## config.mk

```make
export PLATFORM = sky130hd
export DESIGN_NAME = if_fetch
export DESIGN_NICKNAME = d
export VERILOG_FILES = /design/src/rtl/if_fetch.sv
export SDC_FILE = /design/constraint.sdc
export NUM_CORES = 1
export LEC_CHECK = 0
export BUFFER_PORTS_ARGS = -buffer_cell sky130_fd_sc_hd__buf_2
export CORE_AREA = 2 2 126 128
export CTS_CLUSTER_SIZE = 24
export DETAILED_ROUTE_END_ITERATION = 10
export DIE_AREA = 0 0 128 130
export GPL_ROUTABILITY_DRIVEN = 0
export MAX_ROUTING_LAYER = met4
export PLACE_DENSITY = 0.85
export SYNTH_ARGS = -nofsm -noshare
export SYNTH_HDL_FRONTEND = slang
export SYNTH_SLANG_ARGS = --single-unit
```

## constraint.sdc

```tcl
create_clock -name clk -period 12.1 [get_ports clk]
set_input_delay 2.42 -clock clk [delete_from_list [all_inputs] [get_ports clk]]
set_output_delay 2.42 -clock clk [all_outputs]
set_load 0.01 [all_outputs]
```

## src/rtl/if_fetch.sv

```systemverilog
// if_fetch -- instruction fetch stage.
// Keeps the program counter, issues one instruction-bus request at a time and
// hands fetched words to the IF/ID register. A one-entry buffer catches a word
// that returns while the pipeline is held. A redirect that arrives while a
// request is still outstanding makes the returning word be discarded.
//
// Ports
//   clk          in   1   clock, rising edge
//   rst          in   1   synchronous reset, active high
//   jump_flag_i  in   1   redirect request from execute
//   jump_addr_i  in  32   redirect target (word aligned)
//   hold_flag_i  in   3   pipeline hold code, fetch holds when non-zero
//   ibus_req_o   out  1   instruction bus request
//   ibus_addr_o  out 32   instruction bus address
//   ibus_ack_i   in   1   bus completion, data valid this cycle only
//   ibus_data_i  in  32   fetched instruction word
//   inst_o       out 32   instruction to IF/ID
//   inst_addr_o  out 32   address of inst_o
//
// state  | meaning
// S_IDLE | no request outstanding; bus address shows pc
// S_WAIT | request outstanding, returned word is wanted
// S_DROP | request outstanding, returned word is discarded (redirected)

module if_fetch #(
  parameter logic [31:0] RESET_ADDR = 32'h0000_0000,
  parameter logic [31:0] NOP_INST   = 32'h0000_0013
) (
  input  logic        clk,
  input  logic        rst,
  input  logic        jump_flag_i,
  input  logic [31:0] jump_addr_i,
  input  logic [2:0]  hold_flag_i,
  output logic        ibus_req_o,
  output logic [31:0] ibus_addr_o,
  input  logic        ibus_ack_i,
  input  logic [31:0] ibus_data_i,
  output logic [31:0] inst_o,
  output logic [31:0] inst_addr_o
);

  typedef enum logic [1:0] {
    S_IDLE = 2'd0,
    S_WAIT = 2'd1,
    S_DROP = 2'd2
  } state_t;

  state_t      r_state;
  logic [31:0] r_pc;
  logic [31:0] r_req_addr;
  logic        r_req;
  logic [31:0] r_buf_inst;
  logic [31:0] r_buf_addr;
  logic        r_buf_valid;
  logic [31:0] r_inst;
  logic [31:0] r_inst_addr;

  logic        w_hold;
  logic        w_ack;
  logic [31:0] w_pc_inc;

  assign w_hold   = (hold_flag_i >= 3'd1);
  // An ack only means something while our request is on the bus.
  assign w_ack    = r_req & ibus_ack_i;
  assign w_pc_inc = r_pc + 32'd4;

  always_ff @(posedge clk) begin
    if (rst) begin
      r_state     <= S_IDLE;
      r_pc        <= RESET_ADDR;
      r_req       <= 1'b0;
      r_buf_valid <= 1'b0;
      r_inst      <= NOP_INST;
      r_inst_addr <= 32'h0;
    end else if (jump_flag_i) begin
      // Redirect wins over everything else and always bubbles the output.
      r_pc        <= jump_addr_i;
      r_buf_valid <= 1'b0;
      r_inst      <= NOP_INST;
      r_inst_addr <= 32'h0;
      if (r_state != S_IDLE) begin
        if (w_ack) begin
          r_state <= S_IDLE;
          r_req   <= 1'b0;
        end else begin
          // Bus protocol forbids withdrawing the request; wait it out.
          r_state <= S_DROP;
        end
      end
    end else begin
      case (r_state)
        S_IDLE: begin
          if (!w_hold) begin
            if (r_buf_valid) begin
              r_inst      <= r_buf_inst;
              r_inst_addr <= r_buf_addr;
              r_buf_valid <= 1'b0;
            end else begin
              r_inst      <= NOP_INST;
              r_inst_addr <= 32'h0;
              r_req       <= 1'b1;
              r_req_addr  <= r_pc;
              r_state     <= S_WAIT;
            end
          end
        end
        S_WAIT: begin
          if (w_ack) begin
            r_pc <= w_pc_inc;
            if (w_hold) begin
              r_buf_inst  <= ibus_data_i;
              r_buf_addr  <= r_req_addr;
              r_buf_valid <= 1'b1;
              r_req       <= 1'b0;
              r_state     <= S_IDLE;
            end else begin
              // Back-to-back: next sequential request goes out immediately.
              r_inst      <= ibus_data_i;
              r_inst_addr <= r_req_addr;
              r_req_addr  <= w_pc_inc;
            end
          end else if (!w_hold) begin
            r_inst      <= NOP_INST;
            r_inst_addr <= 32'h0;
          end
        end
        S_DROP: begin
          if (w_ack) begin
            r_req   <= 1'b0;
            r_state <= S_IDLE;
          end
          if (!w_hold) begin
            r_inst      <= NOP_INST;
            r_inst_addr <= 32'h0;
          end
        end
        default: begin
          r_req   <= 1'b0;
          r_state <= S_IDLE;
        end
      endcase
    end
  end

  assign ibus_req_o  = r_req;
  assign ibus_addr_o = r_req ? r_req_addr : r_pc;
  assign inst_o      = r_inst;
  assign inst_addr_o = r_inst_addr;

endmodule

```

==> out/metrics.yaml, run 1 <==
run_status: "finished, final reports clean"
synth_top_area_cell: "edfxtp_1"
yosysMostFrequentCell: "dfxtp_1"
die_w_um: 128
synth_top_area_share: 0.333
critPathLaunchType: "input pin"
layout.nets: 994
dp_slack_ns: 6.78
grt_max_degree: 52
grt-ovfl-total: 0
hp-start: "inst_addr_o[11]"
hold_viol_final: 0
finalClockSkew_ns: 0.00840
grt_pass1_wl_mm: 33.7
cts_root_buf: "clkbuf_16"
ys_types: 50
die_h_um: 130
holdPathStages: 1
worst_ep_arrival_time_ns: 5.27
synth_nets: 875
initial_utilization: 0.562
antenna_found_initial: 0
synth_edf_count: 96
peakVddDrop_mv: 0.111
n_antenna_cell: 0
clkTransAtPathRegs_ns: 0.07
finalWorstPathRequiredPeriod_ns: 4.94
worst_slew_pin_slew_ns: 1.27
n_fill_cell: 1173
max_cap_viol_count: 0
cts_tree: "yes"
maxSlewViolCount: 0
ys_async_sr_fraction: 0
setup_tns_ns: 0
hpwl_mm: 13.9
area_growth_pct: 16.6
hold_buffers: 0
setup.worst_path.end_class: "flop"
path_max_fanout: 31
ys_seq_area_frac: 0.564
cts_buffer_depth: 2
htreeDepth: 4
r2r-end: "inst_addr_o[3]"
yosys-top-cells-area: "edfxtp_1, dfxtp_1, mux2_2, o2bb2ai_1, a22o_1"
synth-adder-area-share: 0.00578
post_cts_buffers: 0
avgRoutedWirePerCell_um: 19.0
hold_end: "inst_addr_o[11]"
cts.sinks: 196
clock.fmax_mhz: 202
synth_xor_area_frac: 0.0384
critPathKind: "in2reg"
synthMuxAreaShare: 0.0438
grt_pass1_vias: 6536
timing.rr.start: "r_state[1]"
yosys_warnings: 0
synth-main-ff-cell: "dfxtp_1"
relSlewSlack: 0.152
drc: 0
r2r_cells: 6
setup_viol_count_final: 0
wl_mm: 21.3
seq_area_mm2: 0.00489
synthTopCellsByCount: "dfxtp_1, edfxtp_1, nand2_1"
ant_nets: 0
multi_input_area_mm2: 0.00346
p_leak_nw: 3.76
synth_seq_cells: 196
synth_top_family_by_area: "compound AO/OA/AOI/OAI gates"
routed_via_density: 6.26
final_cell_count_no_fill: 1124
synth_compound_area_frac: 0.189
die_area_mm2: 0.0166
io-pin-count: 168
rsz0062_at_grt: "no"
cts_made_buffers: 17
io_buffers: 167
netlist_area_mm2: 0.00866
drtPass1Iterations: 5
cp_data_required_time_ns: 12.43
hp-class: "reg2reg"
dr_total_vias: 7040
powerDensity_mw_per_mm2: 136
post-place-cells: 1092
rows: 46
core_mm2: 0.0154
syn-mean-instance-area_um2: 10.8
drive_gt1_frac: 0.261
finalCritPeriodShare: 0.408
r2r_slack_ns: 8.19
synthSimpleGateAreaFrac: 0.120
netlist_instances: 800
grt.total_usage: 0.265
clock_latency_ns: 0.44
setup_ws_ns: 7.16
first_iter_violations: 693
cts_resized: 0
[registers in the layout, indices dropped and copies added, names as in the netlist]
name and flops:
r_buf_valid 1, inst_addr_o 32, inst_o 32, ibus_req_o 1, r_pc 32, r_buf_addr 32
r_req_addr 32, r_buf_inst 32, r_state 2
[per-layer routing]
layer | part of all wire | GRT usage | vias up
met4 | 0.021 | 0.101 | 0
met1 | 0.43 | 0.362 | 3386
li1 | - | - | 3274
met2 | 0.47 | 0.398 | 345
met3 | 0.077 | 0.0472 | 35
met5 | 0 | - | -
[cells in the final DEF, fill, tap and decap left out, drive strengths merged, types with 4 or more instances in the layout]
master and n:
or3 8, buf 173, xnor2 16, inv 22, a311oi 13, a22o 30, nand2 68, nor3 16
dfxtp 100, o31ai 10, mux2 31, nor4 7, clkbuf 19, a21oi 40, o21ai 43, a31oi 4
nand3 15, a211oi 8, and3 7, ha 4, edfxtp 96, or4 9, xor2 22, and4 10
a2111oi 5, nor2 48, o2bb2ai 31, a22oi 31, nand4 16
[report_power, final]
part / switching, mW / total [mW] / internal [mW]
combinational: 0.0529 / 0.0905 / 0.0376
clock: 0.259 / 0.562 / 0.303
sequential: 0.0186 / 0.722 / 0.703
[logic make-up (layout without fill, tap and decap cells)]
| group | after synthesis | after routing |
|---|---|---|
| flops | 196 | 196 |
| mux | 34 | 34 |
| xor+xnor | 38 | 38 |
| simple gates | 212 | 212 |
| fa+ha+maj | 4 | 4 |
| buf+inv | 85 | 217 |
| compound gates | 231 | 231 |
[stage by stage]
step,hold slack (ns),cell area (um^2),power [mW],utilization
final,0.461,10100,1.37,0.655
after global routing,0.479,10100,1.41,0.655
after CTS,0.462,10100,1.38,0.655
after detailed placement,0.444,9510,0.824,0.617
after global placement,0.444,9510,0.823,0.617
after floorplan,0.426,8660,0.788,-
[area by class of cell]
class | instances | share of cell area
multi-input combinational | 519 | 0.343
clock inverter | 13 | 0.0131
timing repair buffer | 173 | 0.0872
sequential | 196 | 0.484
inverter | 12 | 0.00446
clock buffer | 19 | 0.0450
tap | 192 | 0.0238
[critical path, stage by stage]
cell and delay [ns]:
buf_2 0.11, nor3_1 0.17, buf_4 0.21, o21a_1 0.90, nand2_1 1.01, o2bb2ai_1 0.44
[how the worst max path moves through the flow]
stage	start	end	slack [ns]	cells after the start
after CTS	hold_flag_i[1]	inst_addr_o[3]	7.20	6
after floorplan	ibus_ack_i	r_buf_addr[0]	5.69	5
after global placement	hold_flag_i[1]	inst_addr_o[13]	6.89	6
after detailed placement	hold_flag_i[1]	inst_addr_o[3]	6.78	6
final	hold_flag_i[1]	inst_addr_o[3]	7.16	6
after global routing	hold_flag_i[1]	inst_addr_o[3]	6.88	6
(Power assumes the default switching activity.)
==> inputs of run 2 (changes only) <==
Settings changed: ABC_AREA set to 1, CORE_AREA 2 2 126 128 to 2 2 131 133, DIE_AREA 0 0 128 130 to 0 0 133 135, PLACE_DENSITY 0.85 to 0.83.
Clock period 12.1 ns to 4.65 ns, I/O delays scaled along.
==> out/metrics.yaml, run 2 <==
ys_seq_area_frac: 0.533  # -0.0312
ant_nets: 0  # unchanged
n_antenna_cell: 0  # unchanged
finalCritPeriodShare: 0.666
critPathLaunchType: "input pin"
max_cap_viol_count: 0  # unchanged
grt_max_degree: 66  # +27%
hold_buffers: 0  # unchanged
synth_edf_count: 96  # unchanged
worst_slew_pin_slew_ns: 1.18  # -0.0918 ns
synth_xor_area_frac: 0.0134  # -0.0251
io-pin-count: 168  # unchanged
critPathKind: "in2reg"
synthTopCellsByCount: "nand2_1, o21ai_0, dfxtp_1"
cts_tree: "yes"
cp_common_cell: "buf_4"
avgRoutedWirePerCell_um: 16.1  # -15%
die_w_um: 133  # +3.9%
relSlewSlack: 0.210  # +0.0584
crit_chain: "buf_2 -> nor2_2 -> buf_4 -> inv_1 -> nor3_4 -> buf_4"
post-place-cells: 1453  # +33%
synth_compound_area_frac: 0.163  # -0.0263
post_cts_buffers: 0  # unchanged
rows: 47  # +2.2%
die_h_um: 135  # +3.8%
synth_top_area_cell: "edfxtp_1"
synth_top_area_share: 0.314  # -0.0184
syn-mean-instance-area_um2: 8.17  # -25%
setup_viol_count_final: 0  # unchanged
grt.total_usage: 0.272  # +0.00735
grt-ovfl-total: 0  # unchanged
netlist_instances: 1123  # +40%
yosysMostFrequentCell: "nand2_1"
synth_top_family_by_area: "simple AND/OR/NAND/NOR gates"
die_area_mm2: 0.0180  # +7.9%
hpwl_mm: 16.2  # +16%
ys_async_sr_fraction: 0  # unchanged
peakVddDrop_mv: 0.379  # +240%
yosys-top-cells-area: "edfxtp_1, dfxtp_1, nand2_1, o21ai_0, a21oi_1"
seq_area_mm2: 0.00489  # unchanged
rsz0062_at_grt: "no"
mostFrequentLayoutCell: "nand2_1"
finalWorstPathRequiredPeriod_ns: 3.10
slowest_delay_ns: 0.52  # -0.49 ns
finalClockSkew_ns: 0.0103  # +0.00192 ns
cts_buffer_depth: 2  # unchanged
drive_gt1_frac: 0.185  # -0.0757
total_power_mw: 4.69  # +240%
grt_pass1_vias: 7590  # +16%
n_fill_cell: 1368  # +17%
cp_data_required_time_ns: 4.73  # -7.70 ns
setup.worst_path.start: "jump_flag_i"
synthSimpleGateAreaFrac: 0.218  # +0.0977
dr_total_vias: 8266  # +17%
final_cell_count_no_fill: 1485  # +32%
timing.rr.start: "r_state[1]"
setup.worst_path.end_class: "flop"
slowest_stage: "inv_1"
synth_seq_cells: 196  # unchanged
layout.nets: 1327  # +34%
cts_resized: 0  # unchanged
initial_utilization: 0.559  # -0.00266
ys_types: 30  # -40%
hp-class: "reg2reg"
multi_input_area_mm2: 0.00369  # +6.6%
maxSlewViolCount: 0  # unchanged
core_mm2: 0.0164  # +6.4%
clock_latency_ns: 0.45  # about the same
io_buffers: 167  # unchanged
p_leak_nw: 4.05  # +7.7%
placed_cell_area_mm2: 0.0100  # +5.6%
cts_made_buffers: 17  # unchanged
cts.sinks: 196  # unchanged
clkTransAtPathRegs_ns: 0.07  # about the same
r2r_slack_ns: 1.61  # -6.58 ns
design_area_mm2: 0.0106  # +5.4%
wl_mm: 23.9  # +12%
setup_tns_ns: 0  # unchanged
hold_viol_final: 0  # unchanged
antenna_found_initial: 0  # unchanged
yosys_warnings: 0  # unchanged
cts_root_buf: "clkbuf_16"
run_status: "finished, final reports clean"
crit_end: "r_buf_addr[2]"
synth-adder-area-share: 0.00546  # -0.000320
netlist_area_mm2: 0.00917  # +5.9%
r2r-end: "r_req_addr[10]"
first_iter_violations: 985  # +42%
drtPass1Iterations: 6  # +1
area_growth_pct: 16.0
powerDensity_mw_per_mm2: 441  # +220%
grt_pass1_wl_mm: 37.7  # +12%
worst_ep_arrival_time_ns: 3.18  # -2.09 ns
htreeDepth: 4  # unchanged
synth-main-ff-cell: "dfxtp_1"
drc: 0  # unchanged
path_max_fanout: 40  # +29%
clock.fmax_mhz: 323
routed_via_density: 5.57  # -11%
layout_common_cells: "nand2_1, buf_2, o21ai_0"
r2r_cells: 9  # +3
synth_nets: 1198  # +37%
synthMuxAreaShare: 0  # -0.0438
## run 2: cell types whose count changed after synthesis, sizes merged, moves of 31 or more
cell	delta
a32oi	+33
o2bb2ai	-31
a21oi	+47
o21ai	+83
nand2	+314
inv	+60
nand3	+40
mux2	-31
## run 2: worst min-delay path by stage
stage                          startpoint         endpoint  slack [ns]  cells past startpoint
after global routing        r_req_addr[0]    r_buf_addr[0]        0.46                      0
after floorplan                   r_pc[0]    r_req_addr[0]        0.43                      0
after CTS                   r_req_addr[0]    r_buf_addr[0]        0.45                      0
final                     inst_addr_o[10]  inst_addr_o[10]        0.46                      2
after global placement      r_req_addr[0]    r_buf_addr[0]        0.43                      0
after detailed placement    r_req_addr[0]    r_buf_addr[0]        0.43                      0
## run 2: layout make-up
type                            instances  area share
Clock buffer                           18      0.0413
Clock inverter                         14      0.0149
Inverter                               73      0.0258
Multi-Input combinational cell        786       0.347
Sequential cell                       196       0.459
Tap cell                              220      0.0259
Timing Repair Buffer                  178      0.0863
## run 2: logic make-up (layout without fill, tap and decap cells)
family,Yosys count,after routing
and+or+nand+nor,503,503
AOI/OAI and AO/OA,265,265
adders and majority gates,4,4
buffers and inverters,141,283
DFF,196,196
xor gates and xnor gates,14,14
## run 2: power by group
group | leakage, nW | switching [mW] | internal, mW
registers | 1.68 | 0.0676 | 1.91
logic | 2.07 | 0.923 | 0.305
clock network | 0.295 | 0.704 | 0.781
total | 4.05 | 1.69 | 3.00
## run 2: metal layers
metal	global-route usage	up-vias	wire, um
li1	-	4031	-
met4	0.120	0	896
met5	-	-	0
met1	0.348	3752	10100
met3	0.0477	70	1820
met2	0.429	413	11000
## run 2: stage by stage
stage	utilization	hold slack [ns]	setup slack, ns
CTS	0.648	0.451	1.60
floorplan	-	0.425	0.221
detailed placement	0.612	0.435	1.13
finish	0.648	0.459	1.55
global placement	0.612	0.430	1.16
global route	0.648	0.458	1.33
## run 2: worst max-delay path: cells and delay by family
| family | cells | cell delay, ns |
|---|---|---|
| AND/OR/NAND/NOR | 2 | 0.51 |
| buffers and inverters | 4 | 1.69 |
